==> config.mk <==
export PLATFORM = sky130hd
export DESIGN_NAME = mem_arbiter
export DESIGN_NICKNAME = d
export VERILOG_FILES = /design/src/rtl/mem_arbiter.sv
export SDC_FILE = /design/constraint.sdc
export NUM_CORES = 1
export LEC_CHECK = 0
export ABC_AREA = 1
export CORE_ASPECT_RATIO = 0.8
export CORE_MARGIN = 5
export CORE_UTILIZATION = 47
export DETAILED_ROUTE_END_ITERATION = 8
export DONT_BUFFER_PORTS = 1
export PLACE_DENSITY = 0.67
export SLEW_MARGIN = 20
export SYNTH_ARGS = -nofsm -noshare
export SYNTH_HDL_FRONTEND = slang
export SYNTH_SLANG_ARGS = --single-unit
==> constraint.sdc <==
create_clock -name clk -period 2.4 [get_ports clk]
set_input_delay 0.72 -clock clk [delete_from_list [all_inputs] [get_ports clk]]
set_output_delay 0.72 -clock clk [all_outputs]
set_load 0.02 [all_outputs]
==> src/rtl/mem_arbiter.sv <==
// mem_arbiter: two-port (instruction read, data read/write) arbiter onto one physical memory port, one transaction in flight
module mem_arbiter #(
  parameter bit FAIR = 1'b1
) (
  input  logic        clk,
  input  logic        rst,
  input  logic        i_read,
  input  logic [15:0] i_address,
  output logic        i_resp,
  output logic [15:0] i_rdata,
  input  logic        d_read,
  input  logic        d_write,
  input  logic [15:0] d_address,
  input  logic [15:0] d_wdata,
  input  logic [1:0]  d_byte_enable,
  output logic        d_resp,
  output logic [15:0] d_rdata,
  output logic        pmem_read,
  output logic        pmem_write,
  output logic [15:0] pmem_address,
  output logic [15:0] pmem_wdata,
  output logic [1:0]  pmem_byte_enable,
  input  logic        pmem_resp,
  input  logic [15:0] pmem_rdata
);
  typedef enum logic [1:0] {IDLE, SERVE_I, SERVE_D} state_t;
  state_t state_q, state_d;
  logic last_d_q, last_d_d;
  logic [15:0] addr_q, addr_d, wdata_q, wdata_d;
  logic [1:0] be_q, be_d;
  logic we_q, we_d;
  logic i_req, d_req, grant_d, serving, done;
  assign i_req = i_read;
  assign d_req = d_read | d_write;
  assign grant_d = d_req & (~i_req | ~FAIR | ~last_d_q);
  assign serving = state_q != IDLE;
  assign done = serving & pmem_resp;
  always_comb begin
    state_d = state_q;
    last_d_d = last_d_q;
    addr_d = addr_q;
    wdata_d = wdata_q;
    be_d = be_q;
    we_d = we_q;
    if (state_q == IDLE && (i_req | d_req)) begin
      state_d = grant_d ? SERVE_D : SERVE_I;
      last_d_d = grant_d;
      addr_d = grant_d ? d_address : i_address;
      wdata_d = grant_d ? d_wdata : 16'h0000;
      be_d = grant_d ? d_byte_enable : 2'b11;
      we_d = grant_d & d_write;
    end else if (done) begin
      state_d = IDLE;
    end
  end
  always_ff @(posedge clk) begin
    if (rst) begin
      state_q <= IDLE;
      last_d_q <= 1'b1;
      addr_q <= '0;
      wdata_q <= '0;
      be_q <= '0;
      we_q <= 1'b0;
    end else begin
      state_q <= state_d;
      last_d_q <= last_d_d;
      addr_q <= addr_d;
      wdata_q <= wdata_d;
      be_q <= be_d;
      we_q <= we_d;
    end
  end
  assign pmem_read = ~rst & serving & ~we_q;
  assign pmem_write = ~rst & serving & we_q;
  assign pmem_address = addr_q;
  assign pmem_wdata = wdata_q;
  assign pmem_byte_enable = be_q;
  assign i_resp = ~rst & done & (state_q == SERVE_I);
  assign d_resp = ~rst & done & (state_q == SERVE_D);
  assign i_rdata = i_resp ? pmem_rdata : 16'h0000;
  assign d_rdata = d_resp ? pmem_rdata : 16'h0000;
endmodule

After elaboration in Yosys (flattened, before gate mapping)
Index checks and enable logic that the tools add are counted.
Word-level totals
  bits in registers: 38
  word-level logic and storage cells: 36
  output and inout bits: 70
  bits of input ports: 72
Operators by class
  equality and inequality tests: 2
  muxes and demuxes: 8
  reduce and logical (&&, ||, !) cells: 4
  bitwise gates (word level): 16
Operators by type and width (count)
  two-way mux 16 bit: 4
  bitwise AND 1 bit: 9
  two-way mux 2 bit: 4
  NOT 1 bit: 4
  nonzero test 2 bit: 2
  OR 1 bit: 3
  equality test 2 x 1 -> 1 bit (second input constant): 1
  equality test 2 bit (second input constant): 1
  zero test 2 bit: 1
  logical AND 1 bit: 1

Depth between registers and ports, before layout
  depth after elaboration: 5
  depth in mapped cells: 7
  mapped depth without buffers: 6

Worst setup path before layout
No wires, ideal clock.
  kind: input to output
  start: input port rst
  end: output port d_rdata[10]
  cell stages on the path: 5
  setup slack: -0.003 ns
  data required time: 1.680 ns
  path buffers: 2
  arrival: 1.683 ns
  path through: buf_2 inv_1 nand4_2 buf_2 nor2_1
On the way
  longest elaborated chain between the ends: 4
RTL lines
  from (decl): line 6  | input logic rst,
  NOT 1 bit: line 79  | assign d_resp = ~rst & done & (state_q == SERVE_D);
  bitwise AND 1 bit (2 in a row): line 79
  two-way mux 16 bit: line 81  | assign d_rdata = d_resp ? pmem_rdata : 16'h0000;
  to (decl): line 17  | output logic [15:0] d_rdata,
No other way between the ends.

Worst setup path in the final report
  start: input port rst
  end: output port d_rdata[9]
The elaborated chain is that of the path after synthesis.

==> flow_summary.json <==
{
  "ys_ff_latch": 38,
  "io_buffers": 0,
  "grt_overflow": 0,
  "cp.required_ns": 1.68,
  "grt_start_max_net_pins": 37,
  "crit_arrival_ns": 1.64,
  "rsz0062_at_grt": "true",
  "gr-usage-all-layers_pct": 19.1,
  "gp_congestion": 0.792,
  "vias_per_cell": 4.79,
  "finish.utilization_pct": 57.2,
  "synth.area.top_cells": "dfxtp_1 37%, inv_1 13%, nand2_1 13%, nor2_1 10%, a21oi_1 8.5%",
  "dpl.cell_count": 413,
  "drtPass1Iterations": 4,
  "worst_pin_slew_ns": 0.792,
  "setup_viol": 0,
  "ios": 142,
  "r2r_cells": 6,
  "drv_cap": 0,
  "fin_nets": 435,
  "end_kind": "primary output",
  "finalMaxSlewViolations": 0,
  "timing.final.ws_setup_ns": 0.0355,
  "synth_area_mm2": 0.00206,
  "synth_common_cells": "73 x inv_1, 73 x nand2_1, 56 x nor2_1",
  "clk_latency_ns": 0.28,
  "startpoint_type": "input port",
  "tns_ns": 0,
  "grt_pass1_vias": 1969,
  "cts_root_buffer": "clkbuf_8",
  "outcome": "finished, final reports clean",
  "cts_made_buffers": 5,
  "fin_area_mm2": 0.00240,
  "rows": 21,
  "syn_nets": 409,
  "drive_gt1_share_pct": 14.8,
  "hpwl_um": 4280,
  "critical_path_peak_fanout": 36,
  "power_density_mw_per_mm2": 705,
  "timing.hold.ws_ns": 0.487,
  "totalWireLength_um": 5680,
  "clkSinkCount": 38,
  "critical_path_class": "input port to primary output",
  "synth_edf_count": 0,
  "cts_hold_buf": 0,
  "clock_path_buffers": 2,
  "dp_worst_setup_slack_ns": 0.0453,
  "synth_top_cell_by_area": "dfxtp_1",
  "p_leak_nw": 1.34,
  "ys_async_sr_fraction_pct": 0,
  "hold_depth": 2,
  "n_antenna_cell": 0,
  "vias": 2017,
  "final_cell_count_no_fill": 421,
  "peakVddDrop_mv": 0.329,
  "fin_crit_sh_pct": 98.5,
  "maxSlewHeadroom_pct": 47.2,
  "synth_top_flop_cell": "dfxtp_1",
  "fin_crit_ns": 2.36,
  "die_h_um": 69.2,
  "cts_setup_buffers": 0,
  "dieArea_mm2": 0.00581,
  "clk_pin_slew_ns": 0.07,
  "grt_pass1_wl_um": 9290,
  "place_area_mm2": 0.00229,
  "cts_tree": "built",
  "postRouteAntennaNets": 0,
  "drt_iter0_drc": 71,
  "avgSynthCellArea_um2": 6.10,
  "die_w_um": 84.0,
  "power_mw": 1.69,
  "cts_resized": 0,
  "yosysWarningCount": 0,
  "synth_top_area_share_pct": 37.0,
  "wl_per_cell_um": 13.5,
  "synthDistinctLibCells": 17,
  "ys_seq_area_share_pct": 37.0,
  "hold_class": "flop to flop",
  "hold_viol": 0,
  "core_area_mm2": 0.00420,
  "synthCells": 337,
  "antenna_found_initial": 0,
  "h-tree-depth": 2,
  "syn_to_final_growth_pct": 16.8,
  "initial_utilization_pct": 48.9,
  "fmax_mhz": 423,
  "fin_skew_ns": 0.00648,
  "drc": 0
}
cell families after synthesis:
family	Yosys count	share of synthesized area, %
simple gates	166	33.4
flops	38	37.0
buf+inv	93	19.0
compound gates	40	10.6
power by group:
group,total [mW],switching [mW],internal [mW],leakage [nW]
Combinational,0.358,0.237,0.121,0.969
Sequential,0.833,0.130,0.703,0.313
Clock,0.503,0.213,0.290,0.0575
Total,1.69,0.580,1.11,1.34
routing by layer:
metal	global-route usage [%]	vias to the layer above	share of wire, %	routed length [um]
met5	0	-	0	0
met4	5.18	0	0.46	26
met3	7.96	4	8.7	493
met2	33.2	80	50	2830
met1	21.6	883	41	2330
li1	-	1050	-	-
critical path, cell delays in order:
cell,delay (ns)
inv_1,0.15
nand4_2,0.38
nor2_1,0.21
buf_4,0.17
flip-flops by register name, summed over array words and instances (netlist names):
signal            cells
pmem_address         16
pmem_wdata           16
pmem_byte_enable      2
state_q               2
last_d_q              1
we_q                  1
layout by cell type (no fill, tap or decap):
cell type,n
inv_1,73
buf_4,36
nand3_1,33
nand2_1,73
o21ai_2,2
nand4_2,2
inv_2,3
dfxtp_1,38
nor2_1,56
clkbuf_8,8
nand2_2,2
a21oi_4,1
o21ai_0,2
a21oi_1,35
worst paths after layout:
check             endpoint       start  slack [ns]
max             d_rdata[9]         rst        0.04
min                   we_q        we_q        0.49
max reg2reg  pmem_wdata[4]  state_q[1]        0.80
min reg2reg           we_q        we_q        0.49
cell type report:
| class | instances | area (um2) |
|---|---|---|
| fillers | 437 | 1800 |
| multi-input cells | 206 | 906 |
| flip-flops and latches | 38 | 761 |
| inverters | 76 | 285 |
| repair buffers | 36 | 270 |
| clock buffers | 8 | 110 |
| well taps | 57 | 71.3 |
(Power assumes the default switching activity.)
